File: config.mk
export PLATFORM = sky130hd
export DESIGN_NAME = uart_mmio
export DESIGN_NICKNAME = d
export VERILOG_FILES = /design/src/rtl/uart_mmio_pkg.sv /design/src/rtl/uart_mmio_sync.sv /design/src/rtl/uart_mmio.sv
export SDC_FILE = /design/constraint.sdc
export NUM_CORES = 1
export LEC_CHECK = 0
export CAP_MARGIN = 20
export CORE_UTILIZATION = 45
export DETAILED_ROUTE_END_ITERATION = 8
export PLACE_DENSITY = 0.67
export RECOVER_POWER = 25
export SYNTH_ARGS = -nofsm -noshare
export SYNTH_HDL_FRONTEND = slang
export SYNTH_SLANG_ARGS = --single-unit
File: constraint.sdc
create_clock -name clk -period 11 [get_ports clk]
set_clock_uncertainty 0.1 [all_clocks]
set_input_delay 3.3 -clock clk [delete_from_list [all_inputs] [get_ports clk]]
set_output_delay 3.3 -clock clk [all_outputs]
set_load 0.01 [all_outputs]
File: src/rtl/uart_mmio_pkg.sv
// Shared constants, FSM state types and divisor helpers for the UART MMIO block.
package uart_mmio_pkg;

  // Register offsets, selected by data_addr[3:2]
  localparam logic [1:0] OFF_TXDATA  = 2'd0;
  localparam logic [1:0] OFF_STATUS  = 2'd1;
  localparam logic [1:0] OFF_RXDATA  = 2'd2;
  localparam logic [1:0] OFF_DIVISOR = 2'd3;

  // STATUS bit positions
  localparam int unsigned ST_TX_FULL   = 0;
  localparam int unsigned ST_TX_BUSY   = 1;
  localparam int unsigned ST_RX_VALID  = 2;
  localparam int unsigned ST_TX_OVF    = 3;
  localparam int unsigned ST_RX_OVF    = 4;
  localparam int unsigned ST_FRAME_ERR = 5;

  typedef enum logic [1:0] {TX_IDLE, TX_START, TX_DATA, TX_STOP} tx_state_t;
  typedef enum logic [1:0] {RX_IDLE, RX_START, RX_DATA, RX_STOP} rx_state_t;

  // A programmed divisor of 0 behaves as 1
  function automatic logic [15:0] eff_div(input logic [15:0] d);
    return (d == 16'd0) ? 16'd1 : d;
  endfunction

  // Start-bit centring delay: floor(d/2), never less than 1
  function automatic logic [15:0] half_div(input logic [15:0] d);
    logic [15:0] h;
    h = d >> 1;
    return (h == 16'd0) ? 16'd1 : h;
  endfunction

endpackage

File: src/rtl/uart_mmio_sync.sv
// Synchronous FIFO; a push is refused when full, judged before any same-cycle pop.
module sync_fifo #(
  parameter int unsigned WIDTH = 8,
  parameter int unsigned DEPTH = 4
) (
  input  logic                     i_clk,
  input  logic                     i_rst_n,
  input  logic                     i_push,
  input  logic                     i_pop,
  input  logic [WIDTH-1:0]         i_wdata,
  output logic [WIDTH-1:0]         o_rdata,
  output logic                     o_full,
  output logic                     o_empty,
  output logic [$clog2(DEPTH):0]   o_count
);
  localparam int unsigned AW = $clog2(DEPTH);

  logic [WIDTH-1:0] r_mem [DEPTH];
  logic [AW-1:0]    r_wptr;
  logic [AW-1:0]    r_rptr;
  logic [AW:0]      r_count;
  logic             w_push_ok;
  logic             w_pop_ok;

  assign o_full    = (r_count == (AW+1)'(DEPTH));
  assign o_empty   = (r_count == '0);
  assign o_count   = r_count;
  assign o_rdata   = r_mem[r_rptr];
  assign w_push_ok = i_push && !o_full;
  assign w_pop_ok  = i_pop && !o_empty;

  // Pointer and occupancy tracking
  always_ff @(posedge i_clk or negedge i_rst_n) begin
    if (!i_rst_n) begin
      r_wptr  <= '0;
      r_rptr  <= '0;
      r_count <= '0;
    end else begin
      if (w_push_ok) r_wptr <= r_wptr + 1'b1;
      if (w_pop_ok)  r_rptr <= r_rptr + 1'b1;
      case ({w_push_ok, w_pop_ok})
        2'b10:   r_count <= r_count + 1'b1;
        2'b01:   r_count <= r_count - 1'b1;
        default: r_count <= r_count;
      endcase
    end
  end

  // Storage array, no reset needed
  always_ff @(posedge i_clk) begin
    if (w_push_ok) r_mem[r_wptr] <= i_wdata;
  end

endmodule

File: src/rtl/uart_mmio.sv
// Memory-mapped UART: TX FIFO + serializer, 2-flop synchronized RX into a holding register.
module uart_mmio
  import uart_mmio_pkg::*;
#(
  parameter logic [31:0] BASE_ADDR    = 32'h1000_0000,
  parameter int unsigned FIFO_DEPTH   = 4,
  parameter logic [15:0] CLKS_PER_BIT = 16'd868
) (
  input  logic        clk,
  input  logic        rst_n,
  input  logic [31:0] data_addr,
  input  logic [31:0] data_wr,
  input  logic [3:0]  data_wr_en,
  output logic [31:0] data_rd,
  output logic        uart_tx,
  input  logic        uart_rx
);
  localparam int unsigned CW = $clog2(FIFO_DEPTH) + 1;

  // Bus decode
  logic        w_sel, w_wr;
  logic [1:0]  w_off;
  logic        w_txdata_wr, w_status_wr, w_rxdata_clr;
  logic        w_unused;

  assign w_sel        = (data_addr[31:4] == BASE_ADDR[31:4]);
  assign w_off        = data_addr[3:2];
  assign w_wr         = w_sel && (data_wr_en != 4'd0);
  assign w_txdata_wr  = w_wr && (w_off == OFF_TXDATA) && data_wr_en[0];
  assign w_status_wr  = w_wr && (w_off == OFF_STATUS) && data_wr_en[0];
  assign w_rxdata_clr = w_wr && (w_off == OFF_RXDATA) && data_wr_en[0];
  assign w_unused     = ^{data_wr[31:16], data_addr[1:0]};

  // Registers and flags
  logic [15:0] r_div, w_div_eff;
  logic        r_tx_ovf, r_rx_ovf, r_rx_valid, r_frame_err;
  logic [7:0]  r_rx_byte;

  assign w_div_eff = eff_div(r_div);

  // TX FIFO
  logic          w_fifo_full, w_fifo_empty, w_tx_pop;
  logic [7:0]    w_fifo_rdata;
  logic [CW-1:0] w_fifo_count;
  logic          w_tx_full, w_tx_busy;

  sync_fifo #(.WIDTH(8), .DEPTH(FIFO_DEPTH)) u_txfifo (
    .i_clk   (clk),
    .i_rst_n (rst_n),
    .i_push  (w_txdata_wr),
    .i_pop   (w_tx_pop),
    .i_wdata (data_wr[7:0]),
    .o_rdata (w_fifo_rdata),
    .o_full  (w_fifo_full),
    .o_empty (w_fifo_empty),
    .o_count (w_fifo_count)
  );

  assign w_tx_full = (w_fifo_count == CW'(FIFO_DEPTH));

  // TX FSM state
  tx_state_t   r_tx_state, w_tx_state_nxt;
  logic [15:0] r_tx_cnt, w_tx_cnt_nxt, r_tx_div, w_tx_div_nxt;
  logic [2:0]  r_tx_bit, w_tx_bit_nxt;
  logic [7:0]  r_tx_shift, w_tx_shift_nxt;
  logic        r_uart_tx, w_uart_tx_nxt;
  logic        w_tx_bit_end;

  assign uart_tx      = r_uart_tx;
  assign w_tx_busy    = (r_tx_state != TX_IDLE) || !w_fifo_empty;
  assign w_tx_bit_end = (r_tx_cnt == r_tx_div - 16'd1);

  // TX state register; the line itself is registered so it changes on the state edge
  always_ff @(posedge clk or negedge rst_n) begin
    if (!rst_n) begin
      r_tx_state <= TX_IDLE;
      r_tx_cnt   <= '0;
      r_tx_div   <= 16'd1;
      r_tx_bit   <= '0;
      r_tx_shift <= '0;
      r_uart_tx  <= 1'b1;
    end else begin
      r_tx_state <= w_tx_state_nxt;
      r_tx_cnt   <= w_tx_cnt_nxt;
      r_tx_div   <= w_tx_div_nxt;
      r_tx_bit   <= w_tx_bit_nxt;
      r_tx_shift <= w_tx_shift_nxt;
      r_uart_tx  <= w_uart_tx_nxt;
    end
  end

  // TX next state: STOP chains straight into START when more data is queued
  always_comb begin
    w_tx_state_nxt = r_tx_state;
    w_tx_cnt_nxt   = r_tx_cnt + 16'd1;
    w_tx_div_nxt   = r_tx_div;
    w_tx_bit_nxt   = r_tx_bit;
    w_tx_shift_nxt = r_tx_shift;
    w_uart_tx_nxt  = r_uart_tx;
    w_tx_pop       = 1'b0;
    case (r_tx_state)
      TX_IDLE: begin
        w_tx_cnt_nxt  = '0;
        w_uart_tx_nxt = 1'b1;
        if (!w_fifo_empty) begin
          w_tx_pop       = 1'b1;
          w_tx_div_nxt   = w_div_eff;
          w_tx_shift_nxt = w_fifo_rdata;
          w_tx_state_nxt = TX_START;
          w_uart_tx_nxt  = 1'b0;
        end
      end
      TX_START: begin
        if (w_tx_bit_end) begin
          w_tx_cnt_nxt   = '0;
          w_tx_bit_nxt   = '0;
          w_tx_state_nxt = TX_DATA;
          w_uart_tx_nxt  = r_tx_shift[0];
        end
      end
      TX_DATA: begin
        if (w_tx_bit_end) begin
          w_tx_cnt_nxt = '0;
          if (r_tx_bit == 3'd7) begin
            w_tx_state_nxt = TX_STOP;
            w_uart_tx_nxt  = 1'b1;
          end else begin
            w_tx_bit_nxt   = r_tx_bit + 3'd1;
            w_tx_shift_nxt = r_tx_shift >> 1;
            w_uart_tx_nxt  = r_tx_shift[1];
          end
        end
      end
      TX_STOP: begin
        if (w_tx_bit_end) begin
          w_tx_cnt_nxt = '0;
          if (!w_fifo_empty) begin
            w_tx_pop       = 1'b1;
            w_tx_div_nxt   = w_div_eff;
            w_tx_shift_nxt = w_fifo_rdata;
            w_tx_state_nxt = TX_START;
            w_uart_tx_nxt  = 1'b0;
          end else begin
            w_tx_state_nxt = TX_IDLE;
            w_uart_tx_nxt  = 1'b1;
          end
        end
      end
      default: w_tx_state_nxt = TX_IDLE;
    endcase
  end

  // RX synchronizer plus one history flop for falling-edge detection
  logic r_rx_s1, r_rx_s2, r_rx_prev;

  // RX input synchronizer, idles high
  always_ff @(posedge clk or negedge rst_n) begin
    if (!rst_n) begin
      r_rx_s1   <= 1'b1;
      r_rx_s2   <= 1'b1;
      r_rx_prev <= 1'b1;
    end else begin
      r_rx_s1   <= uart_rx;
      r_rx_s2   <= r_rx_s1;
      r_rx_prev <= r_rx_s2;
    end
  end

  // RX FSM state
  rx_state_t   r_rx_state, w_rx_state_nxt;
  logic [15:0] r_rx_cnt, w_rx_cnt_nxt, r_rx_div, w_rx_div_nxt;
  logic [2:0]  r_rx_bit, w_rx_bit_nxt;
  logic [7:0]  r_rx_shift, w_rx_shift_nxt;
  logic        w_rx_done_ok, w_rx_done_bad;

  // RX state register
  always_ff @(posedge clk or negedge rst_n) begin
    if (!rst_n) begin
      r_rx_state <= RX_IDLE;
      r_rx_cnt   <= '0;
      r_rx_div   <= 16'd1;
      r_rx_bit   <= '0;
      r_rx_shift <= '0;
    end else begin
      r_rx_state <= w_rx_state_nxt;
      r_rx_cnt   <= w_rx_cnt_nxt;
      r_rx_div   <= w_rx_div_nxt;
      r_rx_bit   <= w_rx_bit_nxt;
      r_rx_shift <= w_rx_shift_nxt;
    end
  end

  // RX next state: half-bit wait centres all later samples in their bit cells
  always_comb begin
    w_rx_state_nxt = r_rx_state;
    w_rx_cnt_nxt   = r_rx_cnt + 16'd1;
    w_rx_div_nxt   = r_rx_div;
    w_rx_bit_nxt   = r_rx_bit;
    w_rx_shift_nxt = r_rx_shift;
    w_rx_done_ok   = 1'b0;
    w_rx_done_bad  = 1'b0;
    case (r_rx_state)
      RX_IDLE: begin
        w_rx_cnt_nxt = '0;
        if (r_rx_prev && !r_rx_s2) begin
          w_rx_div_nxt   = w_div_eff;
          w_rx_state_nxt = RX_START;
        end
      end
      RX_START: begin
        if (r_rx_cnt == half_div(r_rx_div) - 16'd1) begin
          w_rx_cnt_nxt   = '0;
          w_rx_bit_nxt   = '0;
          w_rx_state_nxt = r_rx_s2 ? RX_IDLE : RX_DATA;
        end
      end
      RX_DATA: begin
        if (r_rx_cnt == r_rx_div - 16'd1) begin
          w_rx_cnt_nxt   = '0;
          w_rx_shift_nxt = {r_rx_s2, r_rx_shift[7:1]};
          w_rx_bit_nxt   = r_rx_bit + 3'd1;
          if (r_rx_bit == 3'd7) w_rx_state_nxt = RX_STOP;
        end
      end
      RX_STOP: begin
        if (r_rx_cnt == r_rx_div - 16'd1) begin
          w_rx_cnt_nxt   = '0;
          w_rx_done_ok   = r_rx_s2;
          w_rx_done_bad  = !r_rx_s2;
          w_rx_state_nxt = RX_IDLE;
        end
      end
      default: w_rx_state_nxt = RX_IDLE;
    endcase
  end

  // Programmable registers and sticky flags; a same-cycle set beats any clear
  always_ff @(posedge clk or negedge rst_n) begin
    if (!rst_n) begin
      r_div       <= CLKS_PER_BIT;
      r_tx_ovf    <= 1'b0;
      r_rx_ovf    <= 1'b0;
      r_rx_valid  <= 1'b0;
      r_frame_err <= 1'b0;
      r_rx_byte   <= '0;
    end else begin
      if (w_wr && (w_off == OFF_DIVISOR)) begin
        if (data_wr_en[0]) r_div[7:0]  <= data_wr[7:0];
        if (data_wr_en[1]) r_div[15:8] <= data_wr[15:8];
      end
      r_tx_ovf    <= (w_txdata_wr && w_fifo_full) ||
                     (r_tx_ovf && !(w_status_wr && data_wr[ST_TX_OVF]));
      r_rx_ovf    <= (w_rx_done_ok && r_rx_valid && !w_rxdata_clr) ||
                     (r_rx_ovf && !(w_status_wr && data_wr[ST_RX_OVF]));
      r_frame_err <= w_rx_done_bad ||
                     (r_frame_err && !(w_status_wr && data_wr[ST_FRAME_ERR]));
      r_rx_valid  <= w_rx_done_ok || (r_rx_valid && !w_rxdata_clr);
      if (w_rx_done_ok) r_rx_byte <= r_rx_shift;
    end
  end

  // Combinational read mux, zero outside the window
  always_comb begin
    data_rd = '0;
    if (w_sel) begin
      case (w_off)
        OFF_STATUS: begin
          data_rd[ST_TX_FULL]   = w_tx_full;
          data_rd[ST_TX_BUSY]   = w_tx_busy;
          data_rd[ST_RX_VALID]  = r_rx_valid;
          data_rd[ST_TX_OVF]    = r_tx_ovf;
          data_rd[ST_RX_OVF]    = r_rx_ovf;
          data_rd[ST_FRAME_ERR] = r_frame_err;
        end
        OFF_RXDATA:  data_rd[7:0]  = r_rx_byte;
        OFF_DIVISOR: data_rd[15:0] = r_div;
        default:     data_rd       = '0;
      endcase
    end
  end

endmodule

Word-level counts from Yosys, hierarchy flattened
Memory sizes are Yosys's and may differ from the RTL's.
Cells that the tools add are included.
Storage, ports and cells
  word-level logic and storage cells: 180
  memories kept: 1
  register bits after elaboration: 129
  RAM bits: 32
  bits of input ports: 71
  output and inout port bits: 33
Memory list
  u_txfifo.r_mem: words 4, width 8, rd ports 1, clocked after Yosys merged registers in 0, wr ports 1, line uart_mmio_sync.sv:18  | logic [WIDTH-1:0] r_mem [DEPTH];
Cells by class
  reduce and logical (&&, ||, !) cells: 59
  add/sub/neg operators: 11
  equal/unequal tests: 29
  muxes and demuxes: 56
Operators by type and width (count)
  16-bit two-way mux: 7
  16-bit one-hot mux with 2 select lines: 2
  16-bit == test: 3
  16-bit one-hot mux with 3 select lines: 1
  8-bit two-way mux: 5
  16-bit by 1-bit adder with 16-bit output, second input constant: 2
  16-bit zero test: 2
  16-bit by 1-bit subtractor with 16-bit output, second input constant: 2
  28-bit by 25-bit == test with 1-bit output, second input constant: 1
  8-bit one-hot mux with 3 select lines: 1
  2-bit two-way mux: 11
  2-bit != test, second input constant: 11
  1-bit logical AND: 21
  3-bit one-hot mux with 2 select lines: 3
  6-bit one-hot mux with 3 select lines: 1
  2-bit one-hot mux with 4 select lines: 2
  15-bit by 1-bit subtractor with 16-bit output, second input constant: 1
  15-bit two-way mux: 1
  3-bit two-way mux: 5
  2-bit == test, second input constant: 7
  1-bit two-way mux: 14
  2-bit AND reduction: 5
  5-bit AND reduction: 2
  2-bit nonzero test: 5
  18 further kinds: 40

Logic depth before layout (Yosys ltp)
Gate-level depths: netlist of the first run.
  word-level depth: 8
  depth in mapped cells: 16
  depth with buffers taken out: 16

Cells and area by module
From an unflattened synthesis of the first run, not the netlist that was laid out.
Unflattened totals
  cells, all modules: 883
  area total of the unflattened synthesis: 9362.7 µm²
Modules (own cells, without submodules)
  uart_mmio: area an instance 7770.0 µm², cells each 804, instances 1, sequential area each 3066.7 µm²
  sync_fifo: area an instance 1592.8 µm², cells each 79, instances 1, sequential area each 1136.1 µm²

Least setup slack after synthesis of the first run
No wires, ideal clock.
  path kind: input -> output
  from: in data_addr[10]
  to: out data_rd[10]
  setup slack: 2.926 ns
  data required time: 7.600 ns
  path buffers: 0
  stages: 7
  data arrival time: 4.674 ns
  cell sequence: nor4_1 nand4_1 nand4b_1 inv_1 nand2_1 nor2_1 and2_1
Between the ends
  longest elaborated chain between the ends: 2
RTL lines
  start: declaration: line uart_mmio.sv:11  | input logic [31:0] data_addr,
  28-bit by 25-bit == test with 1-bit output: line uart_mmio.sv:26  | assign w_sel = (data_addr[31:4] == BASE_ADDR[31:4]);
  16-bit two-way mux: line uart_mmio.sv:265  | if (w_sel) begin
  end: declaration: line uart_mmio.sv:14  | output logic [31:0] data_rd,
No other way between the ends.

Worst setup path in the final report of the first run
  from: in data_addr[5]
  to: out data_rd[8]
The elaborated chain is that of the path after synthesis.

==> summary.txt, run 1 <==
Run status
  • Status: finished, violations left
  • Failing checks: max-capacitance violations, max-slew violations

GRT
  • GRT Residual Overflow: 0
  • GRT Resource Usage Total: 0.1994
  • Antenna violations before repair: 0
  • First-pass GRT wire length: ~31 mm
  • Number of global-route vias before repair: approximately 5,900
  • Pin count of the biggest net entering global routing: 77

Setup path
  • CP max FO: 10
  • Setup Crit Path Kind: in -> out
  • Crit-path max cell delay: 0.56 ns
  • CP Cell Sequence: clkdlybuf4s50_1, nor4_1, nand4_1, nand4b_1, inv_1, nand2_1, nor2_1, and2_1, clkdlybuf4s50_1
  • Slowest CP cell: nor2_1
  • Worst Path Required: 7.60 ns
  • Cell mode on critical path: clkdlybuf4s50_1
  • CP arrival: 6.29 ns
  • Critical Path End Type: output pin
  • CP Launch Type: primary input
  • Worst Setup SP: data_addr[5]
  • Reg2reg start: r_rx_div[11]$_DFFE_PN0P_
  • Worst reg-to-reg path cell count: 13

Routing
  • Drt pass-1 iters: 4
  • Wirelength per Cell: between 15 and 20 microns
  • Post-DR vias/cell: 5.375
  • Vias post-DR: between 6,000 and 7,000
  • Met3 wire length: between 700 and 800 microns
  • Met2 WL: approximately 8.7 mm
  • Initial drt markers: roughly 380
  • DRC errors left: 0
  • Max layer used: met4
  • Final WL: 18.40 mm
  • Remaining antenna violation count: 0
  • Met1 wire length: between 8 and 9 mm

Timing
  • Relative slew slack: -1.013
  • Part of the cycle the worst path needs: 0.8806
  • Worst-margin pin slew: approximately 3.0 ns
  • Fin Hold WS: approximately 0.26 ns
  • Final-report hold violation count: 0
  • F_max: between 100 and 150 MHz
  • RSZ-0062 raised after global routing: no
  • Setup violators final: 0
  • Fin crit period: between 9 and 10 ns
  • Final Max Slew Viols: 55
  • Setup_tns: 0 ns

Hold path
  • Worst min-delay path category: reg -> reg
  • Number of cells on the worst hold path: 0
  • Hold Startpoint: r_rx_s1$_DFF_PN1_

Clocking
  • Hold_buf cts: 0
  • Clock slew at reported path FFs: around 0.060 ns
  • # Post-CTS Setup Buffers: 0
  • Num CTS Buffers: 17
  • CTS tree: done
  • H-tree Lvls: 4
  • Root Driver: clkbuf_16
  • PostCTS Resize Cnt: 0
  • Clk sinks: about 160
  • Longest Clk Path Bufs: 2
  • Worst-skew pair later-pin latency: around 0.43 ns

Power
  • NetSw: 387.9 uW
  • Pint: 1131 uW
  • Pwr per Cell Area: 148.8 nW/um^2
  • LEAKAGE: 0.004326 uW
  • Reg power frac: 0.448
  • Clk pwr share: 0.418
  • Total power: around 1500 uW
  • Peak supply drop: between 100 and 150 uV
  • Switching Share: 0.2553
  • Comb power frac: 0.134

Synthesis
  • Syn Std Cell Area: slightly below 9000 sq um
  • FF+latch count, synth: 161
  • Most used DFF post-synth: dfrtp_1
  • Post-synth cell types: 67
  • Mapped Cells: a little under 800
  • Register area share after synthesis: 0.4799
  • Async SR Flop Fraction: 0.8012
  • EDFF count, synth: 32
  • Syn Area/Cell: ~11 sq um
  • Warnings from Yosys: 0

Placement
  • HPWL after detailed placement: 13.00 mm
  • Port buffer count: between 60 and 70
  • Placer Congestion: between 0.8 and 0.9

Final layout
  • Post-layout util: 0.5404
  • Nets: 939
  • Area added between synthesis and finish: 16.59%
  • Antenna Cells: 0
  • Layout cells sized above 1: 0.1719

Die
  • Die width: approximately 140 microns
  • Die area: 20,020 sq um
  • Core footprint: 18,890 sq um
  • Initial Utilization: 0.4635
  • Die H: 141.5 microns
  • IO Pins: 104
  • Cell row count: 50

Run
  • Maximum Capacitance Violations: 1
-- cells in the final DEF (no fill, tap or decap), types with 10 or more instances in the layout --
cell	n
and3_1	14
nor2_1	77
a21oi_1	14
dfrtp_1	118
inv_1	23
xor2_1	39
clkdlybuf4s50_1	65
nand2_1	47
clkbuf_16	17
and2_1	14
mux2_2	84
nor4_1	18
o21ai_0	20
xnor2_1	57
dfstp_2	10
conb_1	16
ha_1	19
nand3_1	25
nor3_1	20
edfxtp_1	32
-- worst paths after layout --
| path | to | slack, ns |
|---|---|---|
| setup / recovery | data_rd[8] | 1.31 |
| hold / removal | r_rx_s2$_DFF_PN1_ | 0.26 |
| max in group asynchronous | r_tx_div[2]$_DFFE_PN0P_ | 4.84 |
| setup reg to reg | r_rx_cnt[13]$_DFF_PN0_ | 6.77 |
| hold reg to reg | r_rx_s2$_DFF_PN1_ | 0.26 |
| min in group asynchronous | r_div[15]$_DFFE_PN0P_ | 3.75 |
-- through the flow --
step	instance area (sq um)	std cells	setup WS [ns]
final	10210	1121	1.314
after global routing	10210	1121	1.064
after CTS	10220	1121	1.297
after detailed placement	9588	1089	1.309
after global placement	9588	1089	1.355
after floorplan	8813	806	2.926
-- critical path, delay by kind of cell --
family | cells | cell delay (ns)
simple gates | 6 | 1.89
buf+inv | 3 | 1.08
-- power groups by stage --
stage          combinational (uW)  clock, uW  sequential (uW)
3_3_place_gp                  201          0              691
4_1_cts                       206        649              681
3_5_place_dp                  204          0              692
2_1_floorplan                 159          0              678
5_1_grt                       227        677              685
6_report                      204        635              681
-- cell families after synthesis --
group | synth area share
AND/OR/NAND/NOR | 0.1567
flip-flops | 0.4799
multiplexers | 0.1366
XOR/XNOR | 0.09601
AO/OA/AOI/OAI | 0.06273
buffers and inverters | 0.03815
adder cells (fa/ha/maj) | 0.02943
other | 0.0004282
-- final cells by class --
cell class                      instances  area, sq um
Clock buffer                           20        456.7
Clock inverter                         12        178.9
Tap cell                              260        325.3
Timing Repair Buffer                   70        683.2
Sequential cell                       161         4203
Fill cell                            1649         8683
Multi-Input combinational cell        575         4277
Inverter                               23        86.33
-- flip-flops by register name, indices dropped and copies added, names as in the netlist, named ones only --
signal            cells
u_txfifo.r_mem       32
r_div                16
r_rx_cnt             16
r_rx_div             16
r_tx_cnt             16
r_tx_div             16
r_rx_byte             8
r_rx_shift            8
r_tx_shift            8
r_rx_bit              3
r_tx_bit              3
u_txfifo.o_count      3
r_tx_state            2
u_txfifo.r_rptr       2
u_txfifo.r_wptr       2
r_frame_err           1
r_rx_ovf              1
r_rx_prev             1
r_rx_s1               1
r_rx_s2               1
r_rx_state            1
r_rx_valid            1
r_tx_ovf              1
uart_tx               1
-- synthesized netlist by cell type, types with 4 or more instances --
cell type,n,share of area
mux2i_1,7,0.0080
dfstp_2,11,0.033
dfrtp_1,118,0.34
o211ai_1,5,0.0043
and2_1,15,0.011
or4_1,4,0.0034
buf_4,16,0.014
and3_1,14,0.010
nor2_1,77,0.033
xnor2_1,57,0.057
nand4_1,8,0.0057
mux4_2,8,0.021
nor4_1,18,0.013
clkbuf_1,25,0.011
a22oi_1,6,0.0051
xor2_1,39,0.039
nand2_1,47,0.020
a31oi_1,6,0.0043
nand3_1,25,0.014
nand3b_1,5,0.0043
inv_1,23,0.0099
or3_1,6,0.0043
mux2_2,84,0.11
ha_1,19,0.027
o21ai_0,20,0.011
nor4b_1,4,0.0040
edfxtp_1,32,0.11
a21oi_1,14,0.0080
nor3_1,20,0.011
-- metal layers --
metal / up-vias / track usage
met4: 0 / 0.06169
met3: 18 / 0.04590
met1: 2987 / 0.2719
met2: 128 / 0.3163
li1: 2892 / -
met5: - / 0
Note: power is estimated with default switching activity, not from simulation.
==> inputs of run 2 (changes only) <==
--- a/config.mk
+++ b/config.mk
@@ -6,9 +6,9 @@
 export NUM_CORES = 1
 export LEC_CHECK = 0
 export CAP_MARGIN = 20
-export CORE_UTILIZATION = 45
+export CORE_UTILIZATION = 60
 export DETAILED_ROUTE_END_ITERATION = 8
-export PLACE_DENSITY = 0.67
+export PLACE_DENSITY = 0.85
 export RECOVER_POWER = 25
 export SYNTH_ARGS = -nofsm -noshare
 export SYNTH_HDL_FRONTEND = slang
==> run 2 against run 1 <==
The flow still finishes with violations (max-capacitance violations, max-slew violations). Via count increased by 2.0%. Critical endpoint is now data_rd[11]. Critical path depth unchanged. Total power decreased by 3.5%. Largest power group unchanged. Setup slack got worse by 0.29 ns. Utilization increased by 18 points. Count of clock-buffer cells in the layout unchanged. Die area decreased by 25%.
==> summary.txt, run 2 (same netlist as run 1, synthesis figures left out) <==
Final layout
  • Nets: roughly 940
  • Commonest non-fill, non-tap cells in the layout: dfrtp_1 (118), mux2_2 (84), nor2_1 (77), clkdlybuf4s50_1 (65), xnor2_1 (57)
  • Most common cell after layout, fill and taps aside: dfrtp_1
  • Layout cells sized above 1: 0.1696
  • Area added between synthesis and finish: 14.73%
  • Max reg flops: 32
  • Final-layout fill cell count: around 980
  • Most flops, register: u_txfifo.r_mem

GRT
  • Number of global-route vias before repair: 6,164
  • Antenna violations before repair: 0
  • GRT Resource Usage Total: 0.2757
  • First-pass GRT wire length: 31.41 mm
  • GRT Residual Overflow: 0
  • Pin count of the biggest net entering global routing: slightly below 70

Timing
  • Worst-margin pin slew: 3.261 ns
  • Fin crit period: 9.979 ns
  • Post-route setup slack: 1.021 ns
  • Setup violators final: 0
  • F_max: between 100 and 150 MHz
  • RSZ-0062 raised after global routing: no
  • Final Max Slew Viols: 81
  • Relative slew slack: -1.174
  • Setup_tns: 0 ns
  • Final-report hold violation count: 0
  • Part of the cycle the worst path needs: 0.9072

Clocking
  • PostCTS Resize Cnt: 0
  • Clock slew at reported path FFs: about 0.060 ns
  • Worst-skew pair later-pin latency: around 0.43 ns
  • # Post-CTS Setup Buffers: 0
  • Hold_buf cts: 0
  • Longest Clk Path Bufs: 2
  • Clk sinks: 161
  • H-tree Lvls: 4
  • CTS tree: done
  • Num CTS Buffers: 17
  • Root Driver: clkbuf_16

Setup path
  • Cell mode on critical path: clkdlybuf4s50_1
  • Slowest CP cell: nor4_1
  • Critical Path End Type: output pin
  • CP top delay family: simple AND/OR/NAND/NOR gates
  • Setup Crit Path Kind: in -> out
  • CP arrival: roughly 6.6 ns
  • CP max FO: 11
  • CP Launch Type: primary input
  • CP Cell Sequence: clkdlybuf4s50_1, nor4_1, nand4_1, nand4b_1, inv_1, nand2_1, nor2_1, and2_1, clkdlybuf4s50_1
  • Crit-path max cell delay: around 0.54 ns
  • Worst Path Required: around 7.6 ns
  • CP Buf/Inv Count: 3

Die
  • Core footprint: about 14,000 sq um
  • Die H: 122.8 microns
  • Initial Utilization: 0.6236
  • Die area: 15,080 sq um
  • Cell row count: 43
  • Die width: between 100 and 150 microns
  • IO Pins: 104

Placement
  • Placer Congestion: 0.8714
  • Port buffer count: 67
  • HPWL after detailed placement: 13.96 mm
  • Post-place setup slack: 1.007 ns

Routing
  • Max layer used: met4
  • DRC errors left: 0
  • Post-DR vias/cell: 5.896
  • Final WL: 19.33 mm
  • Initial drt markers: approximately 370
  • Wirelength per Cell: about 19 microns
  • Remaining antenna violation count: 0
  • Vias post-DR: between 6,000 and 7,000
  • Drt pass-1 iters: 5
  • Met1 wire length: between 8 and 9 mm
  • Met2 WL: just under 10 mm
  • Met3 wire length: about 800 microns

Power
  • LEAKAGE: roughly 0.0043 uW
  • Pwr per Cell Area: about 150 nW/um^2
  • Peak supply drop: 122.5 uV

Run
  • Maximum Capacitance Violations: 2

Run status
  • Status: finished, violations left
  • Failing checks: max-capacitance violations, max-slew violations

Hold path
  • Worst min-delay path category: reg -> reg
==> run 2: final timing paths <==
check | from | cells after the start | end | slack [ns]
max | data_addr[13] | 9 | data_rd[11] | 1.02
min | r_rx_s1$_DFF_PN1_ | 0 | r_rx_s2$_DFF_PN1_ | 0.26
max reg2reg | r_tx_div[2]$_DFFE_PN0P_ | 8 | r_tx_div[11]$_DFFE_PN0P_ | 6.37
min reg2reg | r_rx_s1$_DFF_PN1_ | 0 | r_rx_s2$_DFF_PN1_ | 0.26
max in group asynchronous | rst_n | 2 | r_rx_cnt[11]$_DFF_PN0_ | 4.75
min in group asynchronous | rst_n | 1 | r_tx_cnt[14]$_DFF_PN0_ | 3.86
==> run 2: per-stage QoR <==
stage          utilization  hold slack, ns  total power, uW  instance area (sq um)  cells
2_1_floorplan            -          0.2452            836.6                   8813    806
3_3_place_gp        0.6757          0.2479            885.5                   9488   1009
3_5_place_dp        0.6757          0.2472            901.5                   9488   1009
4_1_cts             0.7166          0.2530             1475                  10060   1041
5_1_grt             0.7153          0.2670             1525                  10040   1041
6_report            0.7155          0.2595             1465                  10050   1042
==> run 2: cell type report <==
cell class	count	area [sq um]	share of cell area
tap	180	225.2	0.02242
multi-input combinational	575	4273	0.4253
timing repair buffer	70	683.2	0.06800
sequential	161	4203	0.4183
clock inverter	12	106.4	0.01059
clock buffer	20	467.9	0.04658
inverter	23	86.33	0.008593
antenna	1	2.502	0.0002491
==> run 2: worst reg2reg max path, cell delays in order, from the launching register on <==
cell	delay (ns)
dfrtp_1	0.47
or4_1	0.61
or3_1	0.40
a21o_1	0.18
a31o_2	0.23
o211ai_1	0.16
nor2_1	0.18
o21ai_0	1.71
mux2_2	0.47
==> run 2: power breakdown <==
group	total, uW	switching [uW]	internal [uW]
Combinational	209	115	94.7
Sequential	683	39.2	644
Clock	573	242	331
==> run 2: per-layer routing <==
metal	global-route usage	vias to the layer above
li1	-	2894
met1	0.3589	3091
met2	0.4688	144
met3	0.05948	15
met4	0.06707	0
met5	0	-
